===== config.mk =====
export PLATFORM = sky130hd
export DESIGN_NAME = hardwired_control_unit
export DESIGN_NICKNAME = d
export VERILOG_FILES = /design/src/rtl/hardwired_control_unit.sv
export SDC_FILE = /design/constraint.sdc
export NUM_CORES = 1
export LEC_CHECK = 0
export ABC_AREA = 0
export CAP_MARGIN = 20
export CORE_ASPECT_RATIO = 1.25
export CORE_MARGIN = 4
export CORE_UTILIZATION = 41
export CTS_CLUSTER_DIAMETER = 120
export DETAILED_ROUTE_END_ITERATION = 16
export PLACE_DENSITY = 0.77
export SLEW_MARGIN = 15
export SYNTH_ARGS = -nofsm -noshare
export SYNTH_HDL_FRONTEND = slang
export SYNTH_SLANG_ARGS = --single-unit

===== constraint.sdc =====
create_clock -name clk -period 2 [get_ports clk]
set_clock_uncertainty 0.2 [all_clocks]
set_input_delay 0.2 -clock clk [delete_from_list [all_inputs] [get_ports clk]]
set_output_delay 0.2 -clock clk [all_outputs]
set_load 0.005 [all_outputs]

===== src/rtl/hardwired_control_unit.sv =====
// hardwired_control_unit
// Hardwired control sequencer for the CPU datapath. Steps T0..T7 per
// instruction, decoding the IR opcode fed back from the datapath, and drives
// the datapath's single-bit control strobes as a Moore decode of the current
// step qualified by the opcode (and by con_ff in the branch-taken step).
module hardwired_control_unit #(
  parameter int unsigned     OP_W    = 5,
  parameter logic [OP_W-1:0] HALT_OP = 5'b11010
) (
  input  logic            clk,
  input  logic            clr,
  input  logic [OP_W-1:0] opcode,
  input  logic            con_ff,
  input  logic            stop,
  output logic            PCout,
  output logic            PCin,
  output logic            IncPC,
  output logic            MARin,
  output logic            MDRin,
  output logic            MDRout,
  output logic            Read,
  output logic            Write,
  output logic            IRin,
  output logic            Yin,
  output logic            ZHighIn,
  output logic            ZLowIn,
  output logic            ZLowout,
  output logic            Gra,
  output logic            Grb,
  output logic            Grc,
  output logic            R_in,
  output logic            R_out,
  output logic            BAout,
  output logic            Cout,
  output logic            CONin,
  output logic            HIout,
  output logic            LOout,
  output logic            InPortout,
  output logic            OutPortin,
  output logic            run,
  output logic            illegal_op
);

  // Sequencer states.
  localparam logic [3:0] S_RST    = 4'd0;
  localparam logic [3:0] S_T0     = 4'd1;
  localparam logic [3:0] S_T1     = 4'd2;
  localparam logic [3:0] S_T2     = 4'd3;
  localparam logic [3:0] S_T3     = 4'd4;
  localparam logic [3:0] S_T4     = 4'd5;
  localparam logic [3:0] S_T5     = 4'd6;
  localparam logic [3:0] S_T6     = 4'd7;
  localparam logic [3:0] S_T7     = 4'd8;
  localparam logic [3:0] S_PAUSE  = 4'd9;
  localparam logic [3:0] S_HALTED = 4'd10;

  // Supported opcodes (halt comes from HALT_OP).
  localparam logic [OP_W-1:0] OP_LD   = OP_W'(5'b00000);
  localparam logic [OP_W-1:0] OP_LDI  = OP_W'(5'b00001);
  localparam logic [OP_W-1:0] OP_ST   = OP_W'(5'b00010);
  localparam logic [OP_W-1:0] OP_ADD  = OP_W'(5'b00011);
  localparam logic [OP_W-1:0] OP_SUB  = OP_W'(5'b00100);
  localparam logic [OP_W-1:0] OP_AND  = OP_W'(5'b01001);
  localparam logic [OP_W-1:0] OP_OR   = OP_W'(5'b01010);
  localparam logic [OP_W-1:0] OP_ADDI = OP_W'(5'b01011);
  localparam logic [OP_W-1:0] OP_ANDI = OP_W'(5'b01100);
  localparam logic [OP_W-1:0] OP_ORI  = OP_W'(5'b01101);
  localparam logic [OP_W-1:0] OP_BR   = OP_W'(5'b10010);
  localparam logic [OP_W-1:0] OP_JR   = OP_W'(5'b10011);
  localparam logic [OP_W-1:0] OP_IN   = OP_W'(5'b10101);
  localparam logic [OP_W-1:0] OP_OUT  = OP_W'(5'b10110);
  localparam logic [OP_W-1:0] OP_MFHI = OP_W'(5'b10111);
  localparam logic [OP_W-1:0] OP_MFLO = OP_W'(5'b11000);
  localparam logic [OP_W-1:0] OP_NOP  = OP_W'(5'b11001);

  logic [3:0] state_q, state_d;
  logic       instr_end;

  logic op_ld, op_st, op_ldi, op_alu, op_alui, op_br;
  logic op_jr, op_in, op_out, op_mfhi, op_mflo;
  logic op_single, op_nop, op_halt, op_legal;

  // Classify the opcode into the instruction families that share step tables.
  always_comb begin
    op_ld     = (opcode == OP_LD);
    op_st     = (opcode == OP_ST);
    op_ldi    = (opcode == OP_LDI);
    op_alu    = (opcode == OP_ADD) || (opcode == OP_SUB) ||
                (opcode == OP_AND) || (opcode == OP_OR);
    op_alui   = (opcode == OP_ADDI) || (opcode == OP_ANDI) || (opcode == OP_ORI);
    op_br     = (opcode == OP_BR);
    op_jr     = (opcode == OP_JR);
    op_in     = (opcode == OP_IN);
    op_out    = (opcode == OP_OUT);
    op_mfhi   = (opcode == OP_MFHI);
    op_mflo   = (opcode == OP_MFLO);
    op_single = op_jr || op_in || op_out || op_mfhi || op_mflo;
    op_nop    = (opcode == OP_NOP);
    op_halt   = (opcode == HALT_OP);
    op_legal  = op_ld || op_st || op_ldi || op_alu || op_alui || op_br ||
                op_single || op_nop || op_halt;
  end

  // Next-step selection; an ending instruction returns to T0 or parks in PAUSE.
  always_comb begin
    state_d   = state_q;
    instr_end = 1'b0;
    case (state_q)
      S_RST:    state_d = S_T0;
      S_T0:     state_d = S_T1;
      S_T1:     state_d = S_T2;
      S_T2: begin
        if (op_halt)               state_d   = S_HALTED;
        else if (op_nop || !op_legal) instr_end = 1'b1;
        else                       state_d   = S_T3;
      end
      S_T3: begin
        if (op_single) instr_end = 1'b1;
        else           state_d   = S_T4;
      end
      S_T4:     state_d = S_T5;
      S_T5: begin
        if (op_ldi || op_alu || op_alui) instr_end = 1'b1;
        else                             state_d   = S_T6;
      end
      S_T6: begin
        if (op_br) instr_end = 1'b1;
        else       state_d   = S_T7;
      end
      S_T7:     instr_end = 1'b1;
      S_PAUSE:  if (!stop) state_d = S_T0;
      S_HALTED: state_d = S_HALTED;
      default:  state_d = S_RST;
    endcase
    if (instr_end) state_d = stop ? S_PAUSE : S_T0;
  end

  // Step register with synchronous clear; clr aborts any instruction in flight.
  always_ff @(posedge clk) begin
    // NOTE: sequential state uses non-blocking (<=) so every flop samples pre-edge values.
    if (clr) state_q <= S_RST;
    else     state_q <= state_d;
  end

  // Strobe decode from current step, qualified by opcode family and con_ff.
  always_comb begin
    // NOTE: every output gets a default first so no path leaves it unassigned (no latch).
    PCout = 1'b0; PCin = 1'b0; IncPC = 1'b0;
    MARin = 1'b0; MDRin = 1'b0; MDRout = 1'b0; Read = 1'b0; Write = 1'b0;
    IRin = 1'b0; Yin = 1'b0; ZHighIn = 1'b0; ZLowIn = 1'b0; ZLowout = 1'b0;
    Gra = 1'b0; Grb = 1'b0; Grc = 1'b0; R_in = 1'b0; R_out = 1'b0; BAout = 1'b0;
    Cout = 1'b0; CONin = 1'b0; HIout = 1'b0; LOout = 1'b0;
    InPortout = 1'b0; OutPortin = 1'b0;
    run        = (state_q >= S_T0) && (state_q <= S_T7);
    illegal_op = (state_q == S_T2) && !op_legal;
    case (state_q)
      S_T0: begin PCout = 1'b1; MARin = 1'b1; end
      S_T1: begin Read = 1'b1; MDRin = 1'b1; end
      S_T2: begin MDRout = 1'b1; IRin = 1'b1; PCin = 1'b1; IncPC = 1'b1; end
      S_T3: begin
        if (op_ld || op_st || op_ldi) begin
          Grb = 1'b1; BAout = 1'b1; Yin = 1'b1;
        end else if (op_alu || op_alui) begin
          Grb = 1'b1; R_out = 1'b1; Yin = 1'b1;
        end else if (op_br) begin
          Gra = 1'b1; R_out = 1'b1; CONin = 1'b1;
        end else if (op_jr) begin
          Gra = 1'b1; R_out = 1'b1; PCin = 1'b1;
        end else if (op_in) begin
          InPortout = 1'b1; Gra = 1'b1; R_in = 1'b1;
        end else if (op_out) begin
          Gra = 1'b1; R_out = 1'b1; OutPortin = 1'b1;
        end else if (op_mfhi) begin
          HIout = 1'b1; Gra = 1'b1; R_in = 1'b1;
        end else if (op_mflo) begin
          LOout = 1'b1; Gra = 1'b1; R_in = 1'b1;
        end
      end
      S_T4: begin
        if (op_ld || op_st || op_ldi || op_alui) begin
          Cout = 1'b1; ZHighIn = 1'b1; ZLowIn = 1'b1;
        end else if (op_alu) begin
          Grc = 1'b1; R_out = 1'b1; ZHighIn = 1'b1; ZLowIn = 1'b1;
        end else if (op_br) begin
          PCout = 1'b1; Yin = 1'b1;
        end
      end
      S_T5: begin
        if (op_ld || op_st) begin
          ZLowout = 1'b1; MARin = 1'b1;
        end else if (op_ldi || op_alu || op_alui) begin
          ZLowout = 1'b1; Gra = 1'b1; R_in = 1'b1;
        end else if (op_br) begin
          Cout = 1'b1; ZHighIn = 1'b1; ZLowIn = 1'b1;
        end
      end
      S_T6: begin
        if (op_ld) begin
          Read = 1'b1; MDRin = 1'b1;
        end else if (op_st) begin
          Gra = 1'b1; R_out = 1'b1; MDRin = 1'b1;
        end else if (op_br && con_ff) begin
          ZLowout = 1'b1; PCin = 1'b1;
        end
      end
      S_T7: begin
        if (op_ld) begin
          MDRout = 1'b1; Gra = 1'b1; R_in = 1'b1;
        end else if (op_st) begin
          Write = 1'b1;
        end
      end
      default: ;
    endcase
  end

endmodule


# Word-level counts from Yosys, hierarchy flattened
# Index checks and enable logic that the tools add are counted.
# W data, S select, Z words.
classes:
  eq_ne: 33
  reduce_logical: 29
  n_lt_le_gt_ge: 2
  muxes: 108
op_table:
  columns: ["cell", "n"]
  rows:
  - ["$mux W1", 85]
  - ["$pmux W4 S11", 1]
  - ["$eq A5 B5 Y1 const B", 8]
  - ["$mux W4", 8]
  - ["$eq A5 B4 Y1 const B", 5]
  - ["$logic_or A1 B1 Y1", 22]
  - ["$pmux W1 S2", 9]
  - ["$eq A4 B3 Y1 const B", 4]
  - ["$eq A4 B4 Y1 const B", 3]
  - ["$ne A3 B3 Y1 const B", 4]
  - ["$eq A5 B2 Y1 const B", 2]
  - ["$pmux W1 S3", 3]
  - ["$eq A4 B2 Y1 const B", 2]
  - ["$reduce_and A6 Y1", 1]
  - ["$eq A5 B1 Y1 const B", 1]
  - ["$eq A5 B3 Y1 const B", 1]
  - ["$logic_not A5 Y1", 1]
  - ["$pmux W1 S5", 1]
  - ["$eq A4 B1 Y1 const B", 1]
  - ["$ge A4 B1 Y1 const B", 1]
  - ["$le A4 B4 Y1 const B", 1]
  - ["$logic_not A4 Y1", 1]
  - ["$ne A4 B4 Y1 const B", 1]
  - ["$pmux W1 S4", 1]
  - ["other kinds (3)", 5]
word_totals:
  out_inout_bits: 27
  ff_bits: 4
  word_cells: 173
  in_bits: 9

# Depth between registers and ports, before layout
# Gate-level depths: netlist of the first run.
depth:
  depth_word: 17
  mapped_depth: 7
  depth_no_buf: 6

# Least setup slack after synthesis of the first run
# Ideal clock, no wire load.
synth_timing:
  kind: "reg-to-output"
  from: "register state_q[3]"
  to: "output PCin"
  path_slack_ns: 0.137
  required_ns: 1.600
  t_arrival_ns: 1.463
  stages_incl_launch_ff: 5
  n_path_buf: 1
  cell_sequence: "dfxtp_1 -> buf_2 -> nor4b_1 -> nand2_1 -> o311ai_0"
synth_via:
  elab_chain_len: 2
  word_cells_on_any_way: 4
synth_lines:
  columns: ["element", "line_no", "source"]
  rows:
  - ["start, declared", "76", "logic [3:0] state_q, state_d;"]
  - ["start signal, assigned", "142", "else state_q <= state_d;"]
  - ["$eq A4 B3 Y1 or $eq A4 B2 Y1 (tied branches)", "156", "case (state_q)"]
  - ["$pmux W1 S3 *", "156", null]
  - ["end, declared", "16", "output logic PCin,"]
# Every way passes the cells marked *; elsewhere a longest branch is shown, timed or not.

# Worst setup path after layout of the first run
layout_timing:
  from: "register state_q[0]"
  to: "output PCin"
# The elaborated chain is that of the path after synthesis.

==> flow_summary_export.csv, run 1 <==
group,metric,value,unit
sta,rsz0062_at_grt,"yes",
critical_path,setup.worst_path.class,"reg2out",
logic_synthesis,synth_largest_area_cell,"nor2_1",
critical_path,timing.rr.start,"state_q[1]",
pwr,p_leak,0.975,nW
logic_synthesis,yosysUniqueCellTypes,50,
logic_synthesis,synth_edf_count,0,
floorplanning,die_w,52.4,um
worst_hold_path,hold_path_end,"state_q[0]",
sta,post-route-period-util,103,%
routing,drtIter0Drc,136,
clocking,cts.sinks,4,
clocking,cts.clk_slew.worst_paths,0.04,ns
logic_synthesis,synthCells,164,
grt,grt-ovfl-total,0,
grt,busiest_layer,"met2",
clocking,cts_hold_buf,0,
grt,antenna_found_initial,0,
critical_path,rr_worst_depth,9,
routing,wl_per_cell,20.8,um
place,finalWeightedCongestion,0.852,
sta,fin_crit,2.06,ns
floorplanning,core-area,2280,um2
sta,setup_viol,7,
grt,use_met3,3.54,%
outcome,violations,"setup timing",
layout,regMostFlops,"state_q",
logic_synthesis,ys.flop_type,"dfxtp_1",
routing,ant_nets,0,
sta,final-hold-violation-count,0,
floorplanning,dieArea,3330,um2
critical_path,rrSetupSlack,-0.01,ns
worst_hold_path,hold_depth,2,
routing,dr_total_vias,1825,
place,numPortBuffers,35,
routing,drc,0,
floorplanning,io_pins,36,
sta,tightest_slew,0.363,ns
clocking,cts_buffers,3,
outcome,status,"finished with violations",
clocking,cts_tree,"yes",
floorplanning,die_h,63.6,um
routing,drt-total-wl,5.93,mm
grt,grt_max_degree,11,
layout,multiInputGateArea,1040,um2
layout,seq_area,92.6,um2
floorplanning,placementRows,19,
grt,grt_pass1_vias,1766,
logic_synthesis,ys_seq_elements,4,
critical_path,reg2reg_to,"state_q[0]",
sta,slew_violations,0,
pwr,total_power,0.822,mW
routing,vias_per_cell,6.40,
logic_synthesis,ys_seq_area_share,7.91,%
logic_synthesis,synth_nets,173,
grt,grt_pass1_wl,8.18,mm
logic_synthesis,netlist_top_cells_area,"nor2_1, dfxtp_1, o21ai_0",
layout,num-fill-cells,117,
logic_synthesis,synth_top_area_share,9.64,%
routing,drt_pass1_iterations,5,
sta,fmax,485,MHz
logic_synthesis,ys_warn_count,0,
worst_hold_path,hp-start,"clr",
logic_synthesis,syn_area_per_cell,6.17,um2
pwr,pwr_density_cell,403,nW/um2
floorplanning,initial_core_util,44.4,%
critical_path,end_kind,"output pin",
sta,worst_slack,-0.0598,ns
pwr,peakVddDrop,0.548,mV
sta,max_slew_margin,75.4,%
grt,grt.met2_usage,58.2,%
grt,grt_use_met1,33.4,%
critical_path,critPathArrivalTime,1.66,ns
critical_path,worstPathMaxFanout,3,
grt,grtUsageTotal,32.1,%
logic_synthesis,async_reset_ff_share,0,%
layout,drive_above_1_share,55.1,%
critical_path,critPathRequiredTime,1.60,ns
clocking,cts_buffer_depth,2,
sta,timing.hold.ws,0.415,ns
clocking,htreeDepth,1,
layout,layout.nets,265,
clocking,clock_latency,0.23,ns
clocking,cts_root_buf,"clkbuf_4",
critical_path,crit_path_start_kind,"flop",
layout,syn_to_final_growth,101,%
worst_hold_path,hold_path.class,"in2reg",
flow_run,maxCapViolCount,0,
layout,largest_reg_flops,4,
logic_synthesis,synth_area,1010,um2
place,place_hpwl,3.14,mm
layout,top_regs,"state_q: 4 flops",
layout,diodes,0,
[cells in the mapped netlist, types with 3 or more instances]
master / number
a21oi_1: 10
nand2_1: 15
nor2b_1: 8
nand2b_1: 7
nor3_1: 5
dfxtp_1: 4
nand3_1: 7
clkbuf_1: 7
buf_1: 3
inv_1: 5
o22ai_1: 4
or2_2: 3
a31oi_1: 3
nor2_1: 26
o21ai_0: 12
buf_2: 3
[cell type report]
cell class / count / area share [%]
multi-input cells: 138 / 51.2
well taps: 31 / 1.90
flip-flops and latches: 4 / 4.54
inverters: 5 / 0.920
repair buffers: 104 / 40.3
clock buffers: 3 / 1.10
[layer usage]
layer  up-vias  wire [um]
li1        775          -
met1       832       1930
met2       171       3040
met3        47        530
met4         0        428
met5         -          0
[worst max-delay path, cell delays in order, from the launching register on]
cell,delay (ns)
dfxtp_4,0.35
nor4b_4,0.25
buf_4,0.17
nand2_1,0.08
o311ai_1,0.38
buf_2,0.20
[cell usage in the layout, fill, tap and decap left out, drive strengths merged, types with 2 or more instances in the layout]
cell type      count
and2b              2
nand2             15
clkdlybuf4s50      4
o21a               2
nor2              26
or2                3
clkdlybuf4s15      2
or3                2
buf               81
nor3b              2
clkbuf            10
o21ai             12
nor3               6
o32ai              2
nor4b              2
inv                5
o21ba              2
o22ai              4
dlymetal6s2s       3
nor4               2
dlygate4sd2        7
nand3              7
nand2b             7
a21oi             10
dfxtp              4
nor2b              9
a311oi             2
a31oi              3
[report_power, final]
| group | switching [mW] | internal [mW] | leakage, nW | total (mW) |
|---|---|---|---|---|
| clock network | 0.0315 | 0.0670 | 0.0138 | 0.0985 |
| registers | 0.0231 | 0.0965 | 0.0353 | 0.120 |
| logic | 0.301 | 0.302 | 0.926 | 0.604 |
| total | 0.356 | 0.466 | 0.975 | 0.822 |
[logic make-up after synthesis]
| kind of cell | after synthesis | share of synthesized area (%) |
|---|---|---|
| mux | 2 | 3.21 |
| simple gates | 88 | 46.7 |
| buf+inv | 22 | 10.8 |
| xor+xnor | 1 | 0.865 |
| flops | 4 | 7.91 |
| compound gates | 47 | 30.5 |
[worst max path at each step]
stage	from	to	slack [ns]	cells past startpoint
after CTS	state_q[2]	Yin	-0.16	6
after global routing	state_q[0]	InPortout	-0.19	6
after floorplan	state_q[3]	PCin	0.14	4
after detailed placement	opcode[2]	R_out	-0.67	5
after global placement	opcode[1]	PCin	-0.65	7
final	state_q[0]	PCin	-0.06	5
[metrics by stage]
stage	std cells	setup WS (ns)	area (um2)	util (%)	TNS (ns)
6_report	285	-0.0598	2040	89.4	-0.184
5_1_grt	285	-0.189	2040	89.4	-0.921
3_3_place_gp	266	-0.646	1710	74.9	-14.88
4_1_cts	280	-0.161	1980	86.7	-0.287
3_5_place_dp	266	-0.675	1710	74.9	-15.67
2_1_floorplan	164	0.137	1010	-	0
[what timing repair did]
| item | in CTS | in global routing |
|---|---|---|
| pin swaps | 14 | 13 |
| setup endpoints to repair | 31 | 22 |
| resized for setup | 124 | 34 |
| setup buffers | 10 | 5 |
| gates cloned | 1 | 0 |
Note: power is estimated with default switching activity, not from simulation.
==> run 2, diff against run 1 <==
Settings changed: MAX_ROUTING_LAYER from default to met4.
==> flow_summary_export.csv, run 2 (synthesized netlist as in run 1, its figures left out) <==
group,metric,value,unit
grt,grt_pass1_wl,8.53,mm
pwr,pwr_density_cell,442,nW/um2
clocking,cts_tree,"yes",
routing,vias_per_cell,6.89,
critical_path,end_kind,"output pin",
clocking,clock_latency,0.27,ns
sta,fin_crit,2.06,ns
critical_path,max_stage_delay,0.46,ns
grt,antenna_found_initial,0,
place,numPortBuffers,35,
floorplanning,io_pins,36,
floorplanning,core-area,2280,um2
clocking,cts.clk_slew.worst_paths,0.04,ns
critical_path,slowest_stage,"or4_4",
pwr,peakVddDrop,0.564,mV
sta,setup_viol,10,
critical_path,crit_buf_inv,1,
sta,max_slew_margin,76.3,%
pwr,p_leak,0.954,nW
routing,drtIter0Drc,223,
sta,rsz0062_at_grt,"yes",
layout,stdcell_count,284,
floorplanning,initial_core_util,44.4,%
critical_path,crit_family,"simple AND/OR/NAND/NOR gates",
layout,top_regs,"state_q: 4 flops",
outcome,status,"finished with violations",
sta,timing.hold.ws,0.447,ns
pwr,power.internal,0.495,mW
grt,grtUsageTotal,34.7,%
pwr,power_frac_seq,13.3,%
outcome,violations,"setup timing",
floorplanning,die_h,63.6,um
layout,mostFrequentLayoutCell,"buf_4",
layout,final_cell_mix,"buf_4, nor2_1, buf_6, buf_2, nand2_1",
routing,ant_nets,0,
layout,layout.nets,264,
critical_path,worstPathMaxFanout,5,
layout,regMostFlops,"state_q",
floorplanning,die_w,52.4,um
clocking,htreeDepth,1,
grt,grt-ovfl-total,0,
pwr,combPwrFrac,74.1,%
place,finalWeightedCongestion,0.871,
flow_run,maxCapViolCount,0,
place,pre_cts_ws,-0.734,ns
routing,drt-total-wl,7.09,mm
worst_hold_path,hold_path.class,"in2reg",
sta,slew_violations,0,
routing,dr_total_vias,1957,
grt,grt_pass1_vias,1801,
floorplanning,dieArea,3330,um2
layout,finalCoreUtilization,93.7,%
layout,drive_above_1_share,63.6,%
sta,post-route-period-util,103,%
sta,final-hold-violation-count,0,
critical_path,worstPathCellList,"nor2b_4, nand3_2, or4_4, o211ai_1, buf_2",
layout,diodes,0,
sta,setup_tns,-0.331,ns
clocking,cts_buffers,3,
sta,tightest_slew,0.352,ns
grt,grt_max_degree,10,
critical_path,rrSetupSlack,0.02,ns
layout,largest_reg_flops,4,
critical_path,setup.worst_path.class,"reg2out",
clocking,cts.sinks,4,
pwr,p_clk_share,12.6,%
clocking,cts_buffer_depth,2,
pwr,p_switching,0.450,mW
critical_path,crit_path_start_kind,"flop",
critical_path,critPathRequiredTime,1.60,ns
routing,drc,0,
floorplanning,placementRows,19,
routing,drt_pass1_iterations,6,
sta,worst_slack,-0.0627,ns
place,placedCellCount,269,
layout,syn_to_final_growth,111,%
place,place_hpwl,3.20,mm
pwr,swShare,47.6,%
clocking,cts_root_buf,"clkbuf_4",
sta,fmax,485,MHz
routing,wl_per_cell,25.0,um
critical_path,critPathArrivalTime,1.66,ns
==> run 2: power by group through the flow <==
stage | registers (mW) | logic (mW) | clock network (mW)
finish | 0.125 | 0.700 | 0.120
global route | 0.125 | 0.725 | 0.130
CTS | 0.119 | 0.551 | 0.102
detailed placement | 0.108 | 0.474 | 0
global placement | 0.107 | 0.457 | 0
floorplan | 0.101 | 0.228 | 0
==> run 2: stage by stage <==
| stage | area, um2 | power [mW] |
|---|---|---|
| floorplan | 1010 | 0.330 |
| global placement | 1730 | 0.564 |
| detailed placement | 1730 | 0.582 |
| CTS | 2050 | 0.772 |
| global route | 2140 | 0.980 |
| finish | 2140 | 0.945 |
==> run 2: path summary, 6_finish.rpt <==
path              start          to  depth (start not counted)
max          state_q[1]       R_out                          5
min                 clr  state_q[3]                          2
max reg2reg  state_q[1]  state_q[0]                          8
min reg2reg  state_q[3]  state_q[2]                          3
==> run 2: metal layers <==
metal	wire length (um)	vias up	part of all wire (%)	GRT usage (%)
met5	0	-	0	-
met4	616	0	8.7	24.6
met3	964	85	14	6.84
met2	3190	244	45	57.1
met1	2310	856	33	35.5
li1	-	772	-	-
==> run 2: repair_timing <==
action / CTS / global route
pin swaps: 12 / 15
hold buffers: 0 / 0
gates resized for setup: 120 / 79
endpoints found under the hold margin: 0 / 0
setup endpoints to repair: 31 / 27
setup buffers: 13 / 3
cloned: 1 / 0
==> run 2: cell type report <==
cell class                 count  area (um2)
sequential                     4        95.1
clock buffer                   3        22.5
timing repair buffer         103         808
inverter                       5        18.8
fill                          78         144
tap                           31        38.8
multi-input combinational    138        1150
==> run 2: worst register-to-register path, delay by kind of cell (launching register included) <==
kind	cells	cell delay [ns]
buf+inv	2	0.31
flops	1	0.39
simple gates	5	0.86
compound gates	1	0.09
==> RTL change 1: new RTL, settings of run 1 <==
The parameter `OP_W` goes from 5 to 7.
--- a/src/rtl/hardwired_control_unit.sv
+++ b/src/rtl/hardwired_control_unit.sv
@@ -6,3 +6,3 @@
 module hardwired_control_unit #(
-  parameter int unsigned     OP_W    = 5,
+  parameter int unsigned     OP_W    = 7,
   parameter logic [OP_W-1:0] HALT_OP = 5'b11010
Interface: changed (resized opcode); port bits go from 36 to 38. No check against the original RTL was run, so the function may have changed too.
==> RTL change 1 against run 1 <==
The run now fails in 5_1_grt; synthesized area shrank 0.49%.
==> RTL change 1: results (changes against run 1) <==
- Status: aborted with a tool error
- Fail Step: 5_1_grt
- Run Error: [ERROR DPL-0038] Utilization greater than 100%, impossible to legalize
- Avg Inst Size Synth: 6.10 um^2 (-1.1%)
- CTS Root Cell: clkbuf_4
- Post-synthesis sequential area ratio: 7.95% (+0.039 points)
- Synth top area cells: nor2_1 8.2%, dfxtp_1 8.0%, a21oi_1 6.0%
- CTS buffer count: 3 (unchanged)
- Mux cell area share after synthesis: 1.99% (-1.2 points)
- Adder-Cell Fraction of Synth Area: 0% (unchanged)
- Synth top cells by count: 22 x nor2_1, 15 x nand2_1, 12 x a21oi_1, 12 x o21ai_0, 9 x nor3_1
- Global placer's final weighted congestion: 0.913 (+7.2%)
- Worst setup endpoint GRT: PCin
- Asr flop ratio synth: 0% (unchanged)
- Final HPWL DP: 3310 um (+5.4%)
- Synth unique cells: 45 (-10%)
- XOR/XNOR Fraction of Synth Area: 2.61% (+1.7 points)
- Post-DP Area: 0.00169 mm^2 (-1.2%)
- Worst_ep kind: output port
- YS warnings: 0 (unchanged)
- Mapped Nets: 176 (+1.7%)
- Synth Flop Type: dfxtp_1
- Port buffer count: 37 (+5.7%)
- H-tree levels: 1 (unchanged)
- Clk sinks: 4 (unchanged)
- Synth Area in Compound Gates: 27.0% (-3.6 points)
- Largest net degree at the start of global routing: 16
- Dpl ws: -0.730 ns (-0.0555 ns)
- Max Root-Sink Buffers: 2 (unchanged)
==> RTL change 1: cell types whose count changed after synthesis, moves of 3 or more <==
cell | before | now
inv_1 | 5 | 8
o22ai_1 | 4 | 1
nor2b_1 | 8 | 4
buf_2 | 3 | 7
nor3_1 | 5 | 9
clkbuf_1 | 7 | 3
o21ai_1 | 0 | 4
nor2_1 | 26 | 22
buf_1 | 3 | 0
==> RTL change 1: cells by family after synthesis <==
kind of cell | Yosys count
simple gates | 89
mux | 2
xor+xnor | 3
flops | 4
buf+inv | 23
compound gates | 44
==> RTL change 1: per-stage QoR <==
step,cells,util [%],TNS [ns]
floorplan,165,-,0
global placement,267,74.0,-14.22
detailed placement,267,74.0,-15.70
CTS,298,92.8,-1.73
==> RTL change 1: repair_timing <==
action,4_1_cts
setup buffers,30
gates resized for setup,165
gates cloned,0
endpoints found under the setup margin,31
pin swaps,28
==> RTL change 2: new RTL, flow settings as in run 1 <==
Made on the original files. Register the output `Grc`, without a reset; this adds one clock of latency there. The other outputs are not delayed to match.
--- a/src/rtl/hardwired_control_unit.sv
+++ b/src/rtl/hardwired_control_unit.sv
@@ -75,2 +75,4 @@
 
+  logic Grc_d;
+
   logic [3:0] state_q, state_d;
@@ -150,3 +152,3 @@
     IRin = 1'b0; Yin = 1'b0; ZHighIn = 1'b0; ZLowIn = 1'b0; ZLowout = 1'b0;
-    Gra = 1'b0; Grb = 1'b0; Grc = 1'b0; R_in = 1'b0; R_out = 1'b0; BAout = 1'b0;
+    Gra = 1'b0; Grb = 1'b0; Grc_d = 1'b0; R_in = 1'b0; R_out = 1'b0; BAout = 1'b0;
     Cout = 1'b0; CONin = 1'b0; HIout = 1'b0; LOout = 1'b0;
@@ -182,3 +184,3 @@
         end else if (op_alu) begin
-          Grc = 1'b1; R_out = 1'b1; ZHighIn = 1'b1; ZLowIn = 1'b1;
+          Grc_d = 1'b1; R_out = 1'b1; ZHighIn = 1'b1; ZLowIn = 1'b1;
         end else if (op_br) begin
@@ -216,2 +218,6 @@
 
+  always_ff @(posedge clk) begin
+    Grc <= Grc_d;
+  end
+
 endmodule
Behaviour: not the same (a bounded check fails within 10 cycles, from zero or initial values).
==> RTL change 2 against run 1 <==
The run still ends with negative setup slack left; cell count increased by 5.6%; sequential cell count rose by 1; total power grew 78%; clock power increased by 42%; worst hold slack worse by 0.027 ns; die area grew 0.65%; synthesized area increased by 0.74%; utilization increased by 6.1 points; via count is 21% higher; combinational power is 92% higher; global-route usage grew 9.4 points; final area is 6.8% higher; wire length grew 41%; worst setup slack lost 0.16 ns; critical path type unchanged; largest power group unchanged; highest routed layer unchanged.
==> RTL change 2: results (changes against run 1) <==
- Final setup margin: -0.218 ns (-0.158 ns)
- Dpl ws: -0.671 ns (+0.00345 ns)
- Clock Pin Slew Worst Setup and Hold Paths: 0.08 ns (+0.04 ns)
- Worst hold margin: 0.388 ns (-0.0272 ns)
- Reg power frac: 10.9% (-3.7 points)
- Met2 routed WL: 3410 um (+12%)
- Nets: 280 (+5.7%)
- Slowest stage cell, crit path: or4b_4
- Status: finished, violations left
- Number of post-CTS setup repair buffers: 15 (+5)
- First-pass GRT wire length: 10500 um (+28%)
- Worst-Skew Late Latency: 0.27 ns (+0.04 ns)
- Leakage: 1.01 nW (+3.9%)
- Global placer's final weighted congestion: 0.919 (+7.9%)
- Synth unique cells: 51 (+2.0%)
- PostCTS Resize Cnt: 108 (-13%)
- Via count: 2200 (+21%)
- Synth top cells by count: 28 x nor2_1, 17 x nand2_1, 12 x a21oi_1
- Vias in the first global route: 1994 (+13%)
- Clk pwr: 0.140 mW (+42%)
- Final HPWL DP: 3460 um (+10%)
- Final setup fails: 18 (+11)
- Initial antenna violation count: 1 (+1)
- Max VDD drop: 0.000515 V (-6.0%)
- R2R cell count: 8 (-1)
- DR iter-0 viols: 300 (+120%)
- Vias per cell: 7.31 (+14%)
- Gr usage total: 41.5% (+9.4 points)
- Critical Path End: MDRout
- R2R Setup Slk: -0.11 ns (-0.10 ns)
- Pre-Repair DR Iteration Count: 7 (+2)
- Failing checks: negative setup slack
- Mux cell area share after synthesis: 1.96% (-1.3 points)
- Post-synthesis sequential area ratio: 9.82% (+1.9 points)
- Met3 usage: 13.5% (+10 points)
- P_sw: 0.723 mW (+100%)
RTL change 2: cells by family (layout without fill, tap and decap cells):
kind of cell / Yosys count / after routing
simple gates: 83 / 83
mux: 2 / 2
buf+inv: 21 / 128
xor+xnor: 3 / 3
flops: 5 / 5
compound gates: 49 / 49
RTL change 2: cell type report:
| cell class | instances | area [um^2] | share of cell area (%) |
|---|---|---|---|
| clock buffer | 3 | 22.5 | 1.03 |
| inverter | 6 | 27.5 | 1.26 |
| clock inverter | 1 | 5.00 | 0.230 |
| tap | 31 | 38.8 | 1.78 |
| sequential | 5 | 105 | 4.82 |
| multi-input combinational | 137 | 1040 | 47.8 |
| timing repair buffer | 118 | 937 | 43.0 |
RTL change 2: worst reg2reg max path: stages, from the launching register on:
cell and delay (ns):
dfxtp_2 0.36, buf_6 0.13, or4b_4 0.55, buf_6 0.15, o31ai_2 0.07, buf_4 0.18, a31oi_4 0.05, buf_6 0.16
a311oi_2 0.17
